$ cat config.mk
export PLATFORM = sky130hd
export DESIGN_NAME = ddr_pixel_feeder
export DESIGN_NICKNAME = d
export VERILOG_FILES = /design/src/rtl/ddr_pixel_feeder.sv
export SDC_FILE = /design/constraint.sdc
export NUM_CORES = 1
export LEC_CHECK = 0
export ABC_AREA = 0
export BUFFER_PORTS_ARGS = -buffer_cell sky130_fd_sc_hd__buf_2
export CORE_MARGIN = 2
export CORE_UTILIZATION = 50
export DETAILED_ROUTE_END_ITERATION = 6
export GPL_TIMING_DRIVEN = 0
export PLACE_DENSITY_LB_ADDON = 0.2
export SETUP_SLACK_MARGIN = 0.2
export SLEW_MARGIN = 15
export SYNTH_ARGS = -nofsm -noshare
export SYNTH_HDL_FRONTEND = slang
export SYNTH_SLANG_ARGS = --single-unit
$ cat constraint.sdc
create_clock -name clk -period 2.5 [get_ports clk]
set_clock_uncertainty 0.05 [all_clocks]
set_input_delay 0.25 -clock clk [delete_from_list [all_inputs] [get_ports clk]]
set_output_delay 0.25 -clock clk [all_outputs]
set_load 0.02 [all_outputs]
$ cat src/rtl/ddr_pixel_feeder.sv
// Pixel FIFO plus line FSM that presents registered D0/D1 half-word pairs,
// with a data-enable and a CE for a bank of ODDR2 output cells.
module ddr_pixel_feeder #(
  parameter int                 DATA_W      = 16,
  parameter int                 FIFO_DEPTH  = 4,
  parameter int                 PRIME_LEVEL = 2,
  parameter logic [DATA_W-1:0]  IDLE_WORD   = '0
) (
  input  logic                            clk,
  input  logic                            rst,
  input  logic                            s_valid,
  output logic                            s_ready,
  input  logic [DATA_W-1:0]               s_data,
  input  logic                            s_last,
  input  logic                            enable,
  input  logic                            underrun_clr,
  output logic [DATA_W/2-1:0]             d0,
  output logic [DATA_W/2-1:0]             d1,
  output logic                            de,
  output logic                            ce,
  output logic                            line_end,
  output logic                            underrun,
  output logic [$clog2(FIFO_DEPTH):0]     fifo_level
);

  localparam int H  = DATA_W / 2;
  localparam int AW = $clog2(FIFO_DEPTH);
  localparam int CW = AW + 1;
  localparam logic [CW-1:0] DEPTH_C = CW'(FIFO_DEPTH);
  localparam logic [CW-1:0] PRIME_C = CW'(PRIME_LEVEL);

  typedef enum logic {S_IDLE, S_STREAM} state_t;

  state_t            r_state, w_state_nxt;
  logic [DATA_W-1:0] r_mem [FIFO_DEPTH];
  logic [FIFO_DEPTH-1:0] r_last;
  logic [AW-1:0]     r_wr_ptr, r_rd_ptr;
  logic [CW-1:0]     r_count, r_last_cnt;
  logic [H-1:0]      r_d0, r_d1;
  logic              r_de, r_ce, r_line_end, r_underrun;

  logic              w_push, w_pop, w_ur_set;
  logic [DATA_W-1:0] w_head_data;
  logic              w_head_last;

  assign s_ready     = ~rst & (r_count < DEPTH_C);
  assign w_push      = s_valid & s_ready;
  assign w_head_data = r_mem[r_rd_ptr];
  assign w_head_last = r_last[r_rd_ptr];

  // Storage needs no reset: only entries below r_count are ever read.
  always_ff @(posedge clk) begin
    if (w_push) begin
      r_mem[r_wr_ptr]  <= s_data;
      r_last[r_wr_ptr] <= s_last;
    end
  end

  // r_last_cnt tracks buffered line ends so a short line can start unprimed.
  always_ff @(posedge clk or posedge rst) begin
    if (rst) begin
      r_wr_ptr   <= '0;
      r_rd_ptr   <= '0;
      r_count    <= '0;
      r_last_cnt <= '0;
    end else begin
      if (w_push) r_wr_ptr <= r_wr_ptr + 1'b1;
      if (w_pop)  r_rd_ptr <= r_rd_ptr + 1'b1;
      r_count    <= r_count + CW'(w_push) - CW'(w_pop);
      r_last_cnt <= r_last_cnt + CW'(w_push & s_last) - CW'(w_pop & w_head_last);
    end
  end

  always_comb begin
    w_state_nxt = r_state;
    w_pop       = 1'b0;
    w_ur_set    = 1'b0;
    case (r_state)
      S_IDLE: begin
        if (enable && ((r_count >= PRIME_C) || (r_last_cnt != '0))) begin
          w_pop = 1'b1;
          if (!w_head_last) w_state_nxt = S_STREAM;
        end
      end
      S_STREAM: begin
        if (r_count != '0) begin
          w_pop = 1'b1;
          if (w_head_last) w_state_nxt = S_IDLE;
        end else begin
          w_ur_set = 1'b1;
        end
      end
    endcase
  end

  always_ff @(posedge clk or posedge rst) begin
    if (rst) begin
      r_state    <= S_IDLE;
      r_d0       <= IDLE_WORD[DATA_W-1:H];
      r_d1       <= IDLE_WORD[H-1:0];
      r_de       <= 1'b0;
      r_ce       <= 1'b0;
      r_line_end <= 1'b0;
      r_underrun <= 1'b0;
    end else begin
      r_state <= w_state_nxt;
      r_ce    <= enable;
      if (w_pop) begin
        r_d0       <= w_head_data[DATA_W-1:H];
        r_d1       <= w_head_data[H-1:0];
        r_de       <= 1'b1;
        r_line_end <= w_head_last;
      end else begin
        r_d0       <= IDLE_WORD[DATA_W-1:H];
        r_d1       <= IDLE_WORD[H-1:0];
        r_de       <= 1'b0;
        r_line_end <= 1'b0;
      end
      if (w_ur_set)          r_underrun <= 1'b1;
      else if (underrun_clr) r_underrun <= 1'b0;
    end
  end

  assign d0         = r_d0;
  assign d1         = r_d1;
  assign de         = r_de;
  assign ce         = r_ce;
  assign line_end   = r_line_end;
  assign underrun   = r_underrun;
  assign fifo_level = r_count;

endmodule

==> results.md, run 1 <==
* Status: complete, no violations
* Final setup margin at 0.0370 ns
* Hold Path Class: primary input to register
* Largest fanout on the critical path at 4
* Synth area leader: edfxtp_1
* Max incr delay on CP at around 0.46 ns
* Fin crit share at 0.985
* RSZ-0062 raised after global routing: true
* Num ports at 46
* CP startpoint kind: register
* HP Start: underrun_clr
* Most used cell, CP: ha_4
* R2r setup slk at ~0.037 ns
* CTS tree: done
* Kind of critical path: register to register
* Diode count at 0
* Vias per cell at 5.00
* Synth Area in XOR/XNOR at 0.0138
* Avg Inst Size Synth at 20.1 sq um
* Hold Path Depth at 2
* Initial Util at 0.521
* Seq cells post-synth at 99
* Post-Syn Instances at 189
* Final Hold Fails at 0
* Syn Std Cell Area at 3800 sq um
* Max Fclk at 406 MHz
* Most frequent cells in the layout: edfxtp_1, buf_2, dfrtp_1
* Yosys warns at 0
* Slew Limit Fails at 0
* Nets at 290
* Commonest non-fill, non-tap cell in the layout: edfxtp_1
* Yosys top cell area share at 0.537
* Clock latency on the worst-skew pair at 0.35 ns
* Global-route wire length before repair at 9850 um
* Worst EP required at 2.69 ns
* Root buf cell: clkbuf_8
* Detailed-route DRC error count at 0
* Gr usage total at 0.163
* Critical path's slowest cell: dfrtp_2
* Busiest layer in global routing: met2
* Final setup viols at 0
* Placed inst area at around 4200 sq um
* Final worst path period need at 2.46 ns
* Final WL at 6060 um
* Inserted Clock Buffers at 9
* Sequential-to-total area share from yosys stat at 0.741
* Tot Pwr at between 5 and 6 mW
* Pin count of the biggest net entering global routing at 32
* Port bufs at 45
* Leakage power at 1.80 nW
* DR iter-0 viols at 88
* Adder-Cell Fraction of Synth Area at 0.0434
* Placed Cells incl. Taps at 333
* Clock sinks at 99
* MaxCap Viol Count at 0
* Mapped Nets at between 200 and 250
* Crit end category: register
* Die Span X at just over 90 um
* Cell Count, Final, Fillers Out at 360
* Synth cell types at 24
* Hold Path Sink: underrun
* Worst slew margin at 0.367
* Synth Area in Compound Gates at 0.0125
* Largest family of logic cells by synthesized area: multiplexers
* Worst reg2reg path startpoint: fifo_level[1]
* Mux contribution to synthesized area at 0.110
* Core Area at 7290 sq um
* Setup TNS at 0 ns
* Number of global-route vias before repair at 1905
* CTS H-tree depth at 3
* HPWL Detailed at 3600 um
* Share of layout cells above drive strength 1 at 0.395
* Final core utilization at 0.624
* Worst-path clk slew at around 0.090 ns
* Met2 usage in global routing at 0.272
* Synth Area in Simple Gates at 0.0517
* Die height at ~91 um
* Gpl congestion at just under 0.7
* Peak supply drop at 0.483 mV
* GR Layer Usage met3 at 0.0531
* Largest cells by area after synthesis: edfxtp_1, dfrtp_1, mux4_1, mux4_2, ha_1
* Via Count at 1801
* DP Worst Slack at -0.364 ns
* Rows at 31
* Reg2Reg Depth at 12
* Post-route ant nets at 0
* CP cell instances: inv_2 > ha_4 > a41oi_4 > o21ai_4 > buf_8 > nor2b_4 > ha_4 > inv_2 > ha_4 > fa_2 > xnor2_2 > xnor2_1
* Die area at ~8300 sq um
* Gr ovfl total at 0
* Synth-to-Final Area Change at 19.7%
* Drt first pass iters at 6
* Final instance area at 4550 sq um
* RR Endpoint: r_last_cnt[2]
* Pwr Density at approximately 1100 nW/um^2
* Slew @ Worst Pin at 0.949 ns
* CTS Buffer Depth at 2
* WP data arrival at approximately 2.7 ns
* WHS at between 0.03 and 0.04 ns
* Global-route met1 utilization at 0.202
* Drt wl/cell at 16.8 um
* Initial antenna violation count at 0
flip-flops by register name, summed over array words and instances (netlist names):
signal,flops
line_end,1
r_state,1
underrun,1
r_wr_ptr,2
d1,8
d0,8
ce,1
r_rd_ptr,2
fifo_level,3
de,1
r_mem,64
r_last,4
r_last_cnt,3
how the worst max path moves through the flow:
stage	from	slack, ns	cells past startpoint	endpoint
3_5_place_dp	fifo_level[1]	-0.36	12	r_last_cnt[2]
4_1_cts	fifo_level[1]	-0.006	12	r_last_cnt[2]
5_1_grt	fifo_level[1]	-0.06	12	r_last_cnt[2]
3_3_place_gp	fifo_level[1]	-0.34	12	r_last_cnt[2]
2_1_floorplan	fifo_level[2]	-0.07	13	r_last_cnt[2]
6_report	fifo_level[1]	0.04	12	r_last_cnt[2]
layer usage:
layer | vias to the layer above | routed length [um]
met1 | 907 | 2520
li1 | 843 | -
met4 | 0 | 88
met2 | 43 | 3180
met3 | 8 | 273
met5 | - | 0
Yosys cell counts:
| library cell | number |
|---|---|
| buf_2 | 2 |
| mux4_1 | 9 |
| ha_1 | 10 |
| buf_12 | 1 |
| o21ai_2 | 1 |
| dfrtp_1 | 31 |
| a41oi_2 | 1 |
| fa_1 | 2 |
| edfxtp_1 | 68 |
| and3_1 | 4 |
| nand2_1 | 3 |
| nor3_1 | 1 |
| o211ai_1 | 1 |
| mux4_2 | 8 |
| nand2b_1 | 1 |
| o21ai_0 | 3 |
| buf_6 | 2 |
| nor2b_1 | 7 |
| and2b_1 | 8 |
| nor2b_4 | 2 |
| xnor2_1 | 6 |
| and2_0 | 1 |
| nor2_1 | 3 |
| inv_1 | 14 |
cells by family after synthesis:
logic type      count (synthesis)
compound gates                  6
simple gates                   30
xor+xnor                        6
flops                          99
fa+ha+maj                      12
mux                            17
buf+inv                        19
final cells by class:
class | instances | area (sq um)
multi-input cells | 71 | 990
repair buffers | 56 | 313
flip-flops and latches | 99 | 2820
clock inverters | 6 | 63.8
inverters | 14 | 55.1
clock buffers | 10 | 128
well taps | 99 | 124
fillers | 554 | 2740
plain buffers | 5 | 56.3
worst max-delay path, delay by kind of cell, from the launching register on:
family                   cells  cell delay (ns)
adder cells (fa/ha/maj)      4             0.89
flip-flops                   1             0.46
AND/OR/NAND/NOR              1             0.04
AO/OA/AOI/OAI                2             0.37
XOR/XNOR                     2             0.26
buffers and inverters        3             0.26
what timing repair did:
action,CTS,global route
pin swaps,8,6
endpoints found under the setup margin,6,4
hold buffers,2,0
endpoints found under the hold margin,32,0
buffers inserted,9,0
gates resized for setup,9,7
power by group:
| part | internal [mW] | switching, mW | total (mW) |
|---|---|---|---|
| Combinational | 0.917 | 0.935 | 1.85 |
| Sequential | 2.09 | 0.137 | 2.22 |
| Clock | 0.463 | 0.518 | 0.982 |
No activity file was read; power rests on OpenSTA's default activity.
==> run 2, diff against run 1 <==
==> constraint.sdc (replaced) <==
create_clock -name clk -period 2.7 [get_ports clk]
set_clock_uncertainty 0.05 [all_clocks]
set_input_delay 0.27 -clock clk [delete_from_list [all_inputs] [get_ports clk]]
set_output_delay 0.27 -clock clk [all_outputs]
set_load 0.02 [all_outputs]
==> results.md, run 2 (synthesis results as in run 1) <==
* Critical path endpoint: r_last_cnt[2] (unchanged)
* Initial Util at 0.521 (unchanged)
* Diode count at 0 (unchanged)
* Final setup viols at 0 (unchanged)
* Final instance area at 4510 sq um (was 4550 sq um)
* Int Pwr at 3.19 mW (was 3.47 mW)
* Sequential fraction of design power at 0.445 (was 0.440)
* Commonest non-fill, non-tap cell in the layout: edfxtp_1 (unchanged)
* Clock power share at 0.193 (was 0.194)
* CTS H-tree depth at 3 (unchanged)
* Root buf cell: clkbuf_8 (unchanged)
* CP cell instances: ha_4 > nand2b_4 > a41oi_4 > o21ai_4 > buf_8 > nor2b_2 > ha_1 > inv_1 > ha_2 > fa_2 > xnor2_2 > xnor2_1 (was inv_2 > ha_4 > a41oi_4 > o21ai_4 > buf_8 > nor2b_4 > ha_4 > inv_2 > ha_4 > fa_2 > xnor2_2 > xnor2_1)
* CP startpoint kind: register (unchanged)
* Final setup margin at 0.168 ns (was 0.0370 ns)
* WP data arrival at 2.72 ns (was 2.65 ns)
* Slew Limit Fails at 0 (unchanged)
* Pin count of the biggest net entering global routing at 32 (unchanged)
* Num ports at 46 (unchanged)
* Critical Path Source: fifo_level[1] (unchanged)
* Share of layout cells above drive strength 1 at 0.382 (was 0.395)
* Inserted Clock Buffers at 9 (unchanged)
* Final Hold Fails at 0 (unchanged)
* Status: complete, no violations (unchanged)
* Most frequent cells in the layout: edfxtp_1, buf_2, dfrtp_1 (unchanged)
* Synth-to-Final Area Change at 18.7% (was 19.7%)
* Clock latency on the worst-skew pair at 0.35 ns (about the same)
* Number of global-route vias before repair at 1902 (was 1905)
* Kind of critical path: register to register (unchanged)
* Drt wl/cell at 16.8 um (about the same)
* Worst reg2reg path startpoint: fifo_level[1] (unchanged)
* Setup TNS at 0 ns (unchanged)
* R2r setup slk at 0.17 ns (was 0.04 ns)
* Die Span X at 91.2 um (unchanged)
* Nets at 288 (was 290)
* CTS Buffer Depth at 2 (unchanged)
* Slew @ Worst Pin at 0.970 ns (was 0.949 ns)
* Clock sinks at 99 (unchanged)
* DP Worst Slack at -0.239 ns (was -0.364 ns)
* Hold Path Class: primary input to register (unchanged)
* Port bufs at 45 (unchanged)
* HPWL Detailed at 3640 um (was 3600 um)
* Combinational share of power at 0.362 (was 0.366)
* Post-route ant nets at 0 (unchanged)
* Peak supply drop at 0.385 mV (was 0.483 mV)
* Tot Pwr at 4.63 mW (was 5.06 mW)
* Cell family with most CP delay: adder cells (unchanged)
* Largest fanout on the critical path at 4 (unchanged)
* Fin crit share at 0.938 (was 0.985)
* NetSw at 1.44 mW (was 1.59 mW)
* Critical Path Stages at 12 (unchanged)
* Vias per cell at 5.15 (was 5.00)
* Max Fclk at 395 MHz (was 406 MHz)
* Detailed-route DRC error count at 0 (unchanged)
* Leakage power at 1.78 nW (was 1.80 nW)
* RSZ-0062 raised after global routing: true (unchanged)
* Final core utilization at 0.619 (was 0.624)
* Core Area at 7290 sq um (unchanged)
* Max incr delay on CP at 0.47 ns (was 0.46 ns)
* Drt first pass iters at 4 (was 6)
* Worst Path Buf+Inv at 2 (was 3)
* Worst EP required at 2.88 ns (was 2.69 ns)
* Initial antenna violation count at 0 (unchanged)
* Max reg flops at 64 (unchanged)
* Final worst path period need at 2.53 ns (was 2.46 ns)
* Pwr Density at 1030 nW/um^2 (was 1110 nW/um^2)
* Die height at 91.2 um (unchanged)
* DR iter-0 viols at 124 (was 88)
* Critical path's slowest cell: dfrtp_2 (unchanged)
* Worst slew margin at 0.353 (was 0.367)
* Gr usage total at 0.160 (was 0.163)
* CTS tree: done (unchanged)
* Via Count at 1844 (was 1801)
* Switching Fraction at 0.312 (was 0.314)
* Gpl congestion at 0.676 (was 0.685)
* Die area at 8320 sq um (unchanged)
* Reg2Reg Depth at 12 (unchanged)
* Rows at 31 (unchanged)
* Fill cells at 551 (was 554)
* RR Endpoint: r_last_cnt[2] (unchanged)
* Crit end category: register (unchanged)
* Global-route wire length before repair at 9750 um (was 9850 um)
* Gr ovfl total at 0 (unchanged)
* Worst-path clk slew at 0.09 ns (about the same)
* MaxCap Viol Count at 0 (unchanged)
* Top reg by flops: r_mem (unchanged)
* Final WL at 6020 um (was 6060 um)
* Placed inst area at 4160 sq um (was 4170 sq um)
run 2: cell count changes in the layout (fill, tap and decap cells not counted), sizes merged:
cell      previous run  this run
clkinvlp             1         2
inv                 15        14
clkbuf              10        11
buf                 59        57
clkinv               3         2
run 2: what timing repair did:
item	in CTS	in global routing
hold endpoints to repair	32	0
setup buffers	6	1
pin swaps	2	7
hold buffers	2	0
setup endpoints to repair	4	4
resized for setup	3	13
run 2: routing by layer:
layer	share of wire	routed length, um	track usage	vias to the layer above
met2	0.52	3140	0.267	48
met1	0.42	2530	0.203	949
met5	0	0	0	-
met3	0.040	239	0.0365	8
met4	0.018	110	0.0720	0
li1	-	-	-	839
run 2: power groups by stage:
stage                     Clock, mW  Sequential (mW)  Combinational, mW
final                         0.893             2.06               1.68
after global routing          0.984             2.09               1.83
after CTS                     0.911             2.05               1.58
after detailed placement          0             2.08               1.50
after global placement            0             2.07               1.46
after floorplan                   0             2.26              0.907
run 2: worst min path at each step:
stage / start / end / slack [ns] / depth (start not counted)
finish: underrun_clr / underrun / 0.06 / 2
floorplan: enable / ce / 0.25 / 0
CTS: underrun_clr / underrun / 0.04 / 2
global route: underrun_clr / underrun / 0.04 / 2
detailed placement: enable / ce / 0.36 / 1
global placement: enable / ce / 0.35 / 1
run 2: final cells by class:
class | count | area (sq um) | share of cell area
Clock buffer | 11 | 131 | 0.0291
Inverter | 14 | 55.1 | 0.0122
Sequential cell | 99 | 2820 | 0.625
Tap cell | 99 | 124 | 0.0275
Clock inverter | 5 | 53.8 | 0.0119
Timing Repair Buffer | 54 | 298 | 0.0660
Buffer | 5 | 60.1 | 0.0133
Multi-Input combinational cell | 71 | 970 | 0.215
run 2: through the flow:
stage	hold WS, ns	instances
after floorplan	0.251	189
after detailed placement	0.355	333
after CTS	0.0449	357
after global placement	0.348	333
after global routing	0.0433	358
final	0.0612	358
